`config.mk`:
```
export PLATFORM = sky130hd
export DESIGN_NAME = hamming74_encoder_flat
export DESIGN_NICKNAME = d
export VERILOG_FILES = /design/src/rtl/hamming74_encoder_if.sv /design/src/rtl/hamming74_encoder.sv /design/src/flat_wrapper.sv
export SDC_FILE = /design/constraint.sdc
export NUM_CORES = 1
export LEC_CHECK = 0
export ABC_AREA = 1
export ABC_CLOCK_PERIOD_IN_PS = 2000
export CAP_MARGIN = 20
export CORE_MARGIN = 10
export CORE_UTILIZATION = 30
export CTS_CLUSTER_SIZE = 8
export DETAILED_ROUTE_END_ITERATION = 8
export PLACE_DENSITY = 0.45
export SYNTH_ARGS = -nofsm -noshare
export SYNTH_HDL_FRONTEND = slang
export SYNTH_SLANG_ARGS = --single-unit
```
`constraint.sdc`:
```
create_clock -name CLK -period 2 [get_ports CLK]
set_input_delay 0.2 -clock CLK [delete_from_list [all_inputs] [get_ports CLK]]
set_output_delay 0.2 -clock CLK [all_outputs]
set_load 0.02 [all_outputs]
```
`src/rtl/hamming74_encoder_if.sv`:
```
// FIFO-side signals of the Hamming(7,4) encoder.
// master: encoder side (drives read/write strobes and output data).
// slave : FIFO side (drives input data and the empty/full flags).
interface hamming74_encoder_if;
  logic FIFO_IN_DATA;
  logic FIFO_IN_RE;
  logic FIFO_IN_EMPTY;
  logic FIFO_OUT_DATA;
  logic FIFO_OUT_WE;
  logic FIFO_OUT_FULL;

  modport master (
    input  FIFO_IN_DATA,
    input  FIFO_IN_EMPTY,
    input  FIFO_OUT_FULL,
    output FIFO_IN_RE,
    output FIFO_OUT_DATA,
    output FIFO_OUT_WE
  );

  modport slave (
    output FIFO_IN_DATA,
    output FIFO_IN_EMPTY,
    output FIFO_OUT_FULL,
    input  FIFO_IN_RE,
    input  FIFO_OUT_DATA,
    input  FIFO_OUT_WE
  );
endinterface

```
`src/rtl/hamming74_encoder.sv`:
```
// Hamming(7,4) channel encoder.
// Reads 4 information bits from the input FIFO (one-cycle read latency),
// then writes the 7-bit codeword p1,p2,d1,p3,d2,d3,d4 bit-serially to the
// output FIFO, stalling on EMPTY while collecting and on FULL while emitting.
module hamming74_encoder #(
  parameter int CNT_WIDTH = 16
) (
  input  logic                 CLK,
  input  logic                 RESET,
  hamming74_encoder_if.master  fifo,
  output logic [CNT_WIDTH-1:0] CODEWORD_CNT
);

  typedef enum logic {
    S_COLLECT = 1'b0,
    S_EMIT    = 1'b1
  } state_t;

  state_t               r_state;
  state_t               w_state_next;

  logic [2:0]           r_reads_issued;  // reads issued for the current word, 0..4
  logic                 r_pending;       // a read was issued last cycle
  logic [1:0]           r_captured;      // data slot the next returned bit lands in
  logic [2:0]           r_data;          // d1..d3; d4 goes straight into the codeword
  logic [6:0]           r_codeword;      // bit 0 is transmitted first
  logic [2:0]           r_index;         // next codeword bit to write
  logic [CNT_WIDTH-1:0] r_cnt;

  logic                 w_re;
  logic                 w_we;
  logic                 w_capture;
  logic                 w_last_capture;
  logic                 w_last_write;
  logic [3:0]           w_word;
  logic [6:0]           w_codeword;

  // Word being completed this cycle: held slots plus the bit arriving now.
  assign w_word = {fifo.FIFO_IN_DATA, r_data};

  // Parity and transmit ordering of the codeword.
  always_comb begin
    w_codeword    = '0;
    w_codeword[0] = w_word[0] ^ w_word[1] ^ w_word[3];  // p1
    w_codeword[1] = w_word[0] ^ w_word[2] ^ w_word[3];  // p2
    w_codeword[2] = w_word[0];                           // d1
    w_codeword[3] = w_word[1] ^ w_word[2] ^ w_word[3];  // p3
    w_codeword[4] = w_word[1];                           // d2
    w_codeword[5] = w_word[2];                           // d3
    w_codeword[6] = w_word[3];                           // d4
  end

  // Next-state and strobe decode; RESET gates RE so outputs are quiet while held in reset.
  always_comb begin
    w_state_next   = r_state;
    w_re           = 1'b0;
    w_we           = 1'b0;
    w_capture      = 1'b0;
    w_last_capture = 1'b0;
    w_last_write   = 1'b0;
    case (r_state)
      S_COLLECT: begin
        w_re           = !RESET && !fifo.FIFO_IN_EMPTY && (r_reads_issued < 3'd4);
        w_capture      = r_pending;
        w_last_capture = r_pending && (r_captured == 2'd3);
        if (w_last_capture) begin
          w_state_next = S_EMIT;
        end
      end
      S_EMIT: begin
        w_we         = !fifo.FIFO_OUT_FULL;
        w_last_write = w_we && (r_index == 3'd6);
        if (w_last_write) begin
          w_state_next = S_COLLECT;
        end
      end
      default: begin
        w_state_next = S_COLLECT;
      end
    endcase
  end

  // State register.
  always_ff @(posedge CLK or posedge RESET) begin
    if (RESET) begin
      r_state <= S_COLLECT;
    end else begin
      r_state <= w_state_next;
    end
  end

  // Read side: issue counting, one-cycle-late capture into the data slots.
  always_ff @(posedge CLK or posedge RESET) begin
    if (RESET) begin
      r_reads_issued <= '0;
      r_pending      <= 1'b0;
      r_captured     <= '0;
      r_data         <= '0;
    end else begin
      r_pending <= w_re;
      if (w_last_write) begin
        r_reads_issued <= '0;
      end else if (w_re) begin
        r_reads_issued <= r_reads_issued + 3'd1;
      end
      if (w_capture) begin
        if (w_last_capture) begin
          r_captured <= '0;
        end else begin
          r_data[r_captured] <= fifo.FIFO_IN_DATA;
          r_captured         <= r_captured + 2'd1;
        end
      end
    end
  end

  // Emit side: load the codeword on the 4th capture, advance only on accepted writes.
  always_ff @(posedge CLK or posedge RESET) begin
    if (RESET) begin
      r_codeword <= '0;
      r_index    <= '0;
    end else if (w_last_capture) begin
      r_codeword <= w_codeword;
      r_index    <= '0;
    end else if (w_we) begin
      r_index <= w_last_write ? 3'd0 : (r_index + 3'd1);
    end
  end

  // Completed-codeword counter, wraps naturally.
  always_ff @(posedge CLK or posedge RESET) begin
    if (RESET) begin
      r_cnt <= '0;
    end else if (w_last_write) begin
      r_cnt <= r_cnt + 1'b1;
    end
  end

  assign fifo.FIFO_IN_RE   = w_re;
  assign fifo.FIFO_OUT_WE  = w_we;
  assign fifo.FIFO_OUT_DATA = (r_state == S_EMIT) ? r_codeword[r_index] : r_codeword[0];
  assign CODEWORD_CNT      = r_cnt;

endmodule

```
`src/flat_wrapper.sv`:
```
// flat-port wrapper written by rule: the top's interface ports become plain ports
module hamming74_encoder_flat 
#(
  parameter int CNT_WIDTH = 16
)
  (CLK, RESET, CODEWORD_CNT, fifo_FIFO_IN_DATA, fifo_FIFO_IN_EMPTY, fifo_FIFO_OUT_FULL, fifo_FIFO_IN_RE, fifo_FIFO_OUT_DATA, fifo_FIFO_OUT_WE);
  hamming74_encoder_if fifo_i ();
  input  logic CLK;
  input  logic RESET;
  output logic [CNT_WIDTH-1:0] CODEWORD_CNT;
  input wire logic [$bits(fifo_i.FIFO_IN_DATA)-1:0] fifo_FIFO_IN_DATA;
  input wire logic [$bits(fifo_i.FIFO_IN_EMPTY)-1:0] fifo_FIFO_IN_EMPTY;
  input wire logic [$bits(fifo_i.FIFO_OUT_FULL)-1:0] fifo_FIFO_OUT_FULL;
  output wire logic [$bits(fifo_i.FIFO_IN_RE)-1:0] fifo_FIFO_IN_RE;
  output wire logic [$bits(fifo_i.FIFO_OUT_DATA)-1:0] fifo_FIFO_OUT_DATA;
  output wire logic [$bits(fifo_i.FIFO_OUT_WE)-1:0] fifo_FIFO_OUT_WE;
  assign fifo_i.FIFO_IN_DATA = fifo_FIFO_IN_DATA;
  assign fifo_i.FIFO_IN_EMPTY = fifo_FIFO_IN_EMPTY;
  assign fifo_i.FIFO_OUT_FULL = fifo_FIFO_OUT_FULL;
  assign fifo_FIFO_IN_RE = fifo_i.FIFO_IN_RE;
  assign fifo_FIFO_OUT_DATA = fifo_i.FIFO_OUT_DATA;
  assign fifo_FIFO_OUT_WE = fifo_i.FIFO_OUT_WE;
  hamming74_encoder #(.CNT_WIDTH(CNT_WIDTH)) u_core (.CLK(CLK), .RESET(RESET), .fifo(fifo_i), .CODEWORD_CNT(CODEWORD_CNT));
endmodule
```
==> After elaboration in Yosys (flattened, before gate mapping) <==
Index checks and enable logic that the tools add are counted.
{ "op_classes": {"n_addsub": 4, "n_lt_le_gt_ge": 4, "n_eq_ne": 2, "n_mux": 20, "n_bitwise": 8, "n_reduce_logical": 11} }
{ "ops": {"columns": ["cell", "n"], "rows": [
  ["16-bit by 1-bit adder with 16-bit output (second input constant)", 1],
  ["3-bit two-way mux", 5],
  ["1-bit two-way mux", 10],
  ["3-bit by 1-bit adder with 3-bit output (second input constant)", 2],
  ["1-bit bitwise XOR", 6],
  ["1-bit logical AND", 5],
  ["3-bit by 4-bit less-than comparator with 1-bit output (second input constant)", 1],
  ["2-bit nonzero test", 2],
  ["1-bit binary-select mux with 3-bit select", 1],
  ["3-bit bitwise mux", 1],
  ["3-bit == test (second input constant)", 1],
  ["1-bit zero test", 3],
  ["2-bit by 3-bit less-than comparator with 1-bit output (second input constant)", 1],
  ["3-bit less-than comparator (second input constant)", 1],
  ["2-bit by 1-bit adder with 2-bit output (second input constant)", 1],
  ["1-bit demux with 2-bit select", 1],
  ["2-bit == test (second input constant)", 1],
  ["2-bit by 1-bit greater-or-equal comparator with 1-bit output (second input constant)", 1],
  ["2-bit two-way mux", 1],
  ["1-bit NOT", 2],
  ["1-bit one-hot mux with 2 select lines", 1],
  ["2-bit AND reduction", 1]
]} }
{ "totals": {"regBits": 36, "input_bits": 5, "out_inout_bits": 19, "wordCells": 57} }

==> Logic depth before layout (Yosys ltp) <==
Gate-level depths: netlist (run 1).
{ "depth": {"depth_word": 6, "depth_mapped": 9} }

==> Least setup slack after synthesis (run 1) <==
Ideal clock, no wire load.
{ "synth_path": {"kind": "reg2reg", "from": "reg u_core.r_index[0]", "to": "reg u_core.r_cnt[9] (netlist: u_core.CODEWORD_CNT[9])", "setup_ns": 0.121, "arrival_time_ns": 1.282, "path_slack_ns": 0.597, "stages_incl_launch_ff": 9, "synth_period_minus_slack_ns": 1.403, "cell_sequence": "dfrtp_1 -> inv_1 -> ha_1 -> nand2_2 -> nor2_2 -> buf_6 -> nand3_4 -> o21ai_1 -> nand2_1"} }
{ "synth_via": {"elab_chain_cells": 3} }
{ "synth_lines": {"columns": ["item", "line", "rtl"], "rows": [
  ["from (decl)", "hamming74_encoder.sv:27", "logic [2:0] r_index;"],
  ["from (signal assigned)", "hamming74_encoder.sv:126", "r_index <= w_last_write ? 3'd0 : (r_index + 3'd1);"],
  ["3-bit == test", "hamming74_encoder.sv:72", "w_last_write = w_we && (r_index == 3'd6);"],
  ["1-bit logical AND", "hamming74_encoder.sv:72", null],
  ["1-bit two-way mux", "hamming74_encoder.sv:61", "case (r_state)"],
  ["to (signal assigned)", "hamming74_encoder.sv:135", "r_cnt <= r_cnt + 1'b1;"],
  ["to (decl)", "hamming74_encoder.sv:28", "logic [CNT_WIDTH-1:0] r_cnt;"]
]} }
No other way between the ends.
A chain may end at the register's enable or synchronous reset.

==> Worst setup path after layout (run 1) <==
{ "layout_path": {"from": "reg u_core.r_state", "to": "out fifo_FIFO_OUT_WE"} }
{ "layout_via": {"elab_chain_cells": 1} }
{ "layout_lines": {"columns": ["item", "line", "rtl"], "rows": [
  ["from (decl)", "hamming74_encoder.sv:19", "state_t r_state;"],
  ["from (signal assigned)", "hamming74_encoder.sv:88", "r_state <= w_state_next;"],
  ["1-bit two-way mux", "hamming74_encoder.sv:61", null],
  ["to (decl)", "flat_wrapper.sv:16", "output wire logic [$bits(fifo_i.FIFO_OUT_WE)-1:0] fifo_FIFO_OUT_WE;"]
]} }
No other way between the ends.

==> run_results.csv, run 1 <==
group,metric,value,unit
worst_setup_path,crit_slowest_cell,"clkdlybuf4s50_1",
worst_setup_path,rr_startpoint,"u_core.r_index[0]",
clock_network,cts.htree.levels,2,
worst_setup_path,cp.arrival,1.62,ns
timing,final.period_utilization,0.908,
finish,fillers,628,
timing,fmax,550,MHz
logic_synthesis,synthTopCellsByArea,"dfrtp_1, nand2_1, inv_1, ha_1, xor2_1",
drt,ant_nets,0,
logic_synthesis,synth-seq-area-share,0.478,
floorplanning,core,0.00603,mm2
worst_setup_path,critPathLaunchType,"register",
clock_network,postCtsHoldBufs,0,
worst_setup_path,critPathKind,"reg -> out",
global_routing,grt-ovfl-total,0,
logic_synthesis,synthesis.nets,239,
drt,vias_per_cell,4.40,
timing,setup_violations,0,
timing,fin_ws,0.183,ns
global_routing,antenna_found_initial,0,
flow_run,cap_violations,0,
floorplanning,die_x,99.3,um
worst_setup_path,ff2ff_setup_slack,0.40,ns
placement,place_ws,0.179,ns
power,p_leak,1.11,nW
finish,n_antenna_cell,0,
timing,rsz0062_at_grt,"no",
timing,setup_tns,0,ns
global_routing,grt.total_usage,0.0847,
logic_synthesis,synthCells,226,
clock_network,cts_tree,"yes",
logic_synthesis,synth_ff_type,"dfrtp_1",
timing,worst_slew_pin_slew,0.469,ns
clock_network,post_cts_resized,2,
worst_setup_path,r2r_end,"u_core.CODEWORD_CNT[13]",
clock_network,cts-buffers-inserted,5,
logic_synthesis,synth_edf_count,0,
clock_network,insertion_delay,0.29,ns
drt,routedWlPerCell,12.1,um
global_routing,grt_max_degree,37,
worst_setup_path,cp_cell_sequence,"inv_1, nor2_4, clkdlybuf4s50_1",
logic_synthesis,synth_top_area_frac,0.478,
power,cellPowerDensity,1050,mW/mm2
worst_setup_path,critPathBufInv,2,
worst_setup_path,cp_slowest_stage_delay,0.63,ns
clock_network,path_clk_slew,0.07,ns
worst_setup_path,end_kind,"primary output",
logic_synthesis,synthArstFlopShare,1.00,
timing,layout_min_cycle_time,1.82,ns
finish,syn_to_final_growth,21.9,%
floorplanning,initial_core_util,0.313,
timing,clock-skew-final,0.00539,ns
logic_synthesis,yosysWarningCount,0,
floorplanning,die_height,99.3,um
run_status,status,"complete, no violations",
clock_network,clockBufferDepth,2,
placement,dp_hpwl,3010,um
logic_synthesis,synth_area_leader_cell,"dfrtp_1",
clock_network,cts_num_sinks,36,
global_routing,grt_pass1_wl,6870,um
clock_network,cts_root_buf,"clkbuf_8",
power,ir_worst_vdd,0.504,mV
drt,drcViolationCount,0,
timing,hold_viol,0,
worst_setup_path,required,1.80,ns
timing,final_max_slew_viol_count,0,
finish,nets,271,
worst_setup_path,r2r_cells,9,
logic_synthesis,syn_area,0.00188,mm2
drt,routed-via-count,1465,
clock_network,post-cts-setup-buffer-count,0,
logic_synthesis,syn_avg_cell_area,8.34,um2
drt,drt_iter0_drc,67,
min_path,hold_path.class,"in -> async",
floorplanning,io_pins,24,
worst_setup_path,cpLargestDelayFamily,"buffers and inverters",
drt,routed_wl,4030,um
worst_setup_path,worstPathMaxFanout,5,
placement,port-buffer-count,23,
finish,layout_commonest_cell,"nand2_1",
finish,drive_gt1_frac,0.0736,
global_routing,grt_pass1_vias,1432,
finish,most-common-layout-cells,"nand2_1, dfrtp_1, inv_1",
logic_synthesis,synth-seq-cells,36,
logic_synthesis,ys_types,24,
floorplanning,dieArea,0.00985,mm2
timing,timing.slew.headroom,0.687,
placement,gp_congestion,0.771,
floorplanning,rows,28,
drt,first_pass_iters,4,
[through the flow]
stage	hold WS (ns)	cells	utilization	power (mW)	instance area, um2
5_1_grt	0.426	333	0.381	2.63	2300
3_3_place_gp	0.478	326	0.369	1.97	2220
6_report	0.352	333	0.381	2.42	2300
2_1_floorplan	0.343	226	-	1.68	1880
4_1_cts	0.368	333	0.381	2.46	2300
3_5_place_dp	0.479	326	0.369	1.97	2220
[cells in the mapped netlist, types with 4 or more instances]
master	n
o21ai_0	10
nand2_1	65
dfrtp_1	36
nor2_1	20
xnor2_1	5
ha_1	8
nand4_1	4
inv_1	29
nand3_1	14
xor2_1	9
a21oi_1	6
[where the power goes]
group	switching, mW	internal [mW]
clock	0.254	0.237
sequential	0.185	0.938
combinational	0.463	0.347
[state kept, by name, indices dropped and copies added, names as in the netlist]
name	cells
u_core.CODEWORD_CNT	16
u_core.r_codeword	7
u_core.r_data	3
u_core.r_pending	1
u_core.r_index	3
u_core.r_state	1
u_core.r_reads_issued	3
u_core.r_captured	2
[cell type report]
| class | count | area (um2) | share of cell area |
|---|---|---|---|
| Sequential cell | 36 | 901 | 0.392 |
| Timing Repair Buffer | 27 | 258 | 0.112 |
| Inverter | 29 | 109 | 0.0474 |
| Clock inverter | 1 | 5.00 | 0.00218 |
| Clock buffer | 6 | 72.6 | 0.0316 |
| Tap cell | 75 | 93.8 | 0.0408 |
| Multi-Input combinational cell | 159 | 858 | 0.374 |
[tightest hold or removal path: stages]
cell and delay [ns]:
clkdlybuf4s50_1 0.41, inv_1 0.06, buf_4 0.41
[worst max path at each step]
stage	start	endpoint	slack (ns)	cells past startpoint
2_1_floorplan	u_core.r_index[0]	u_core.CODEWORD_CNT[9]	0.60	8
3_3_place_gp	RESET	fifo_FIFO_IN_RE	0.21	5
3_5_place_dp	RESET	fifo_FIFO_IN_RE	0.18	5
4_1_cts	u_core.r_state	fifo_FIFO_OUT_WE	0.16	3
5_1_grt	u_core.r_state	fifo_FIFO_IN_RE	0.1	4
6_report	u_core.r_state	fifo_FIFO_OUT_WE	0.18	3
[per-layer routing]
metal / routed length [um] / vias to the layer above / track usage
met2: 1670 / 19 / 0.123
met4: 80 / 0 / 0.0397
met5: 0 / - / 0
met1: 2110 / 663 / 0.112
met3: 169 / 6 / 0.0256
li1: - / 777 / -
[kinds of logic after synthesis]
| family | synth area share |
|---|---|
| simple gates | 0.279 |
| flops | 0.478 |
| buf+inv | 0.0664 |
| compound gates | 0.0584 |
| xor+xnor | 0.0651 |
| fa+ha+maj | 0.0531 |
Power figures use the tool's default switching activity.
==> run 2: changes to the inputs <==
Settings changed: ABC_AREA 1 to default, CORE_MARGIN 10 to 4, CTS_BUF_LIST from default to sky130_fd_sc_hd__clkbuf_16.
==> run 2 against run 1 <==
Non-clock buffer count up 1. Power rose by 4.4%. Worst setup slack got worse by 0.022 ns. Critical path type unchanged. Synthesized cell count shrank 33%. Largest cell class unchanged. Wire length decreased by 18%. Critical path depth unchanged. Hold slack gained 0.025 ns. Largest power group unchanged. First-iteration DRC count fell by 33%. Maximum frequency down 1.2%. Clock-buffer cell count is 1 lower.
==> run_results.csv, run 2 <==
group,metric,value,unit
worst_setup_path,critPathKind,"reg -> out",
global_routing,grt_max_degree,37,
timing,clock-skew-final,0.00227,ns
power,cellPowerDensity,1160,mW/mm2
worst_setup_path,cp.arrival,1.64,ns
logic_synthesis,ys_types,26,
timing,fmax,544,MHz
logic_synthesis,synth_most_common_cell,"dfrtp_1",
logic_synthesis,synth_top_family_by_area,"simple AND/OR/NAND/NOR gates",
logic_synthesis,synth-seq-cells,36,
floorplanning,die_height,83.5,um
power,power.switching,808,uW
logic_synthesis,syn_area,0.00171,mm2
drt,routed-via-count,1176,
finish,nets,198,
timing,setup_tns,0,ns
logic_synthesis,synthesis.nets,165,
timing,layout_min_cycle_time,1.84,ns
timing,final.period_utilization,0.919,
drt,ant_nets,0,
placement,port-buffer-count,23,
flow_run,cap_violations,0,
logic_synthesis,syn_avg_cell_area,11.3,um2
timing,final_max_slew_viol_count,0,
placement,gp_congestion,0.801,
power,p_int,1.72,mW
clock_network,cts_tree,"yes",
power,pwr-share-comb,0.283,
drt,drcViolationCount,0,
drt,first_pass_iters,4,
timing,hold_viol,0,
power,switching_share,0.319,
timing,setup_violations,0,
min_path,hold_path.class,"in -> async",
drt,drt_iter0_drc,45,
logic_synthesis,synth-seq-area-share,0.527,
global_routing,grt_pass1_vias,1225,
drt,routed_wl,3310,um
drt,routedWlPerCell,12.9,um
floorplanning,rows,27,
timing,timing.slew.headroom,0.689,
finish,syn_to_final_growth,27.9,%
run_status,status,"complete, no violations",
global_routing,grt-ovfl-total,0,
clock_network,path_clk_slew,0.05,ns
logic_synthesis,synth_top_area_frac,0.527,
global_routing,grt.total_usage,0.108,
finish,most-common-layout-cells,"dfrtp_1, nand2_1, clkdlybuf4s50_1",
logic_synthesis,synth_compound_area_frac,0.0417,
power,p_clk_frac,0.285,
logic_synthesis,yosys.area_share.simple,0.168,
clock_network,postCtsHoldBufs,0,
power,p_leak,0.998,nW
logic_synthesis,yosys.area_share.adder,0.0585,
drt,vias_per_cell,4.58,
logic_synthesis,synth_area_leader_cell,"dfrtp_1",
timing,rsz0062_at_grt,"no",
worst_setup_path,worstPathMaxFanout,8,
clock_network,cts-buffers-inserted,5,
logic_synthesis,yosysWarningCount,0,
logic_synthesis,synthArstFlopShare,1.00,
clock_network,cts.htree.levels,2,
finish,largest_reg_flops,16,
power,ir_worst_vdd,0.472,mV
clock_network,insertion_delay,0.27,ns
floorplanning,dieArea,0.00697,mm2
logic_synthesis,synth_edf_count,0,
finish,layout_commonest_cell,"dfrtp_1",
finish,finish.utilization,0.397,
logic_synthesis,yosys.area_share.xor_xnor,0.108,
clock_network,cts_root_buf,"clkbuf_16",
logic_synthesis,muxShareOfSynthArea,0.0775,
clock_network,cts_num_sinks,36,
worst_setup_path,critPathLaunchType,"register",
logic_synthesis,synthCells,152,
global_routing,antenna_found_initial,0,
placement,dp_hpwl,2440,um
floorplanning,io_pins,24,
finish,n_antenna_cell,0,
floorplanning,die_x,83.5,um
timing,worst_hold_slack,0.377,ns
logic_synthesis,synth_ff_type,"dfrtp_1",
clock_network,post-cts-setup-buffer-count,0,
finish,drive_gt1_frac,0.141,
floorplanning,core,0.00551,mm2
floorplanning,initial_core_util,0.311,
logic_synthesis,synthTopCellsByArea,"dfrtp_1, xnor2_1, ha_1, mux2_2, nand2_1",
worst_setup_path,end_kind,"primary output",
logic_synthesis,synth_common_cells,"dfrtp_1, nand2_1, xnor2_1, o21ai_0, nor2_1",
worst_setup_path,required,1.80,ns
global_routing,grt_pass1_wl,5930,um
clock_network,clockBufferDepth,2,
power,p_seq_frac,0.432,
timing,worst_slew_pin_slew,0.466,ns
[run 2: cell types whose count changed in the layout (fill, tap and decap cells not counted), sizes merged, moves of 2 or more]
cell    before  now
a31oi        3    0
inv         29    7
xnor2        5   15
nor2        24    9
xor2         9    6
a21oi        6    1
mux2i        0    2
nand2       66   22
nand3b       2    0
and3         0    2
mux2         0    8
nand2b       0    2
nand3       16    6
[run 2: power by group through the flow]
stage	Sequential (mW)	Combinational, mW	Clock [mW]
floorplan	1.08	0.501	0
global placement	1.10	0.723	0
detailed placement	1.11	0.741	0
CTS	1.10	0.734	0.746
global route	1.12	0.827	0.776
finish	1.09	0.717	0.721
[run 2: final cells by class]
type / count / area, um2
Fill cell: 539 / 3320
Clock inverter: 2 / 7.51
Timing Repair Buffer: 28 / 262
Clock buffer: 5 / 125
Tap cell: 72 / 90.1
Inverter: 7 / 26.3
Multi-Input combinational cell: 107 / 776
Sequential cell: 36 / 902
[run 2: critical path, cell delays in order, from the launching register on]
cell,delay [ns]
dfrtp_2,0.47
nand2b_1,0.16
inv_1,0.12
clkdlybuf4s50_1,0.61
[run 2: worst paths after layout]
check                      slack [ns]                     from                      end  depth (start not counted)
max reg2reg                      0.20        u_core.r_index[0]   u_core.CODEWORD_CNT[9]                          7
min in group CLK                 0.47  u_core.CODEWORD_CNT[15]  u_core.CODEWORD_CNT[15]                          1
max in group asynchronous        1.26                    RESET           u_core.r_state                          3
min                              0.38                    RESET     u_core.r_captured[0]                          3
max                              0.16           u_core.r_state         fifo_FIFO_OUT_WE                          3
min reg2reg                      0.47  u_core.CODEWORD_CNT[15]  u_core.CODEWORD_CNT[15]                          1
[run 2: what timing repair did]
item / 4_1_cts / 5_1_grt
resized for setup: 2 / 4
cloned: 0 / 0
setup endpoints to repair: 2 / 2
[run 2: metrics by stage]
step                      cells  cell area [um2]  power, mW  setup WS [ns]
final                       257             2190       2.53          0.161
after global routing        257             2190       2.73         0.0488
after CTS                   257             2190       2.58        0.00707
after detailed placement    250             2060       1.85         0.0934
after global placement      250             2060       1.82          0.153
after floorplan             152             1710       1.58          0.372
[run 2: cells by family (layout without fill, tap and decap cells)]
group | Yosys count | after routing
AND/OR/NAND/NOR | 54 | 54
flip-flops | 36 | 36
XOR/XNOR | 21 | 21
AO/OA/AOI/OAI | 13 | 13
multiplexers | 11 | 11
buffers and inverters | 9 | 42
adder cells (fa/ha/maj) | 8 | 8
[run 2: routing by layer]
metal / global-route usage / vias up / part of all wire
li1: - / 574 / -
met1: 0.133 / 581 / 0.46
met2: 0.168 / 17 / 0.49
met3: 0.0395 / 4 / 0.037
met4: 0.0482 / 0 / 0.014
met5: 0 / - / 0
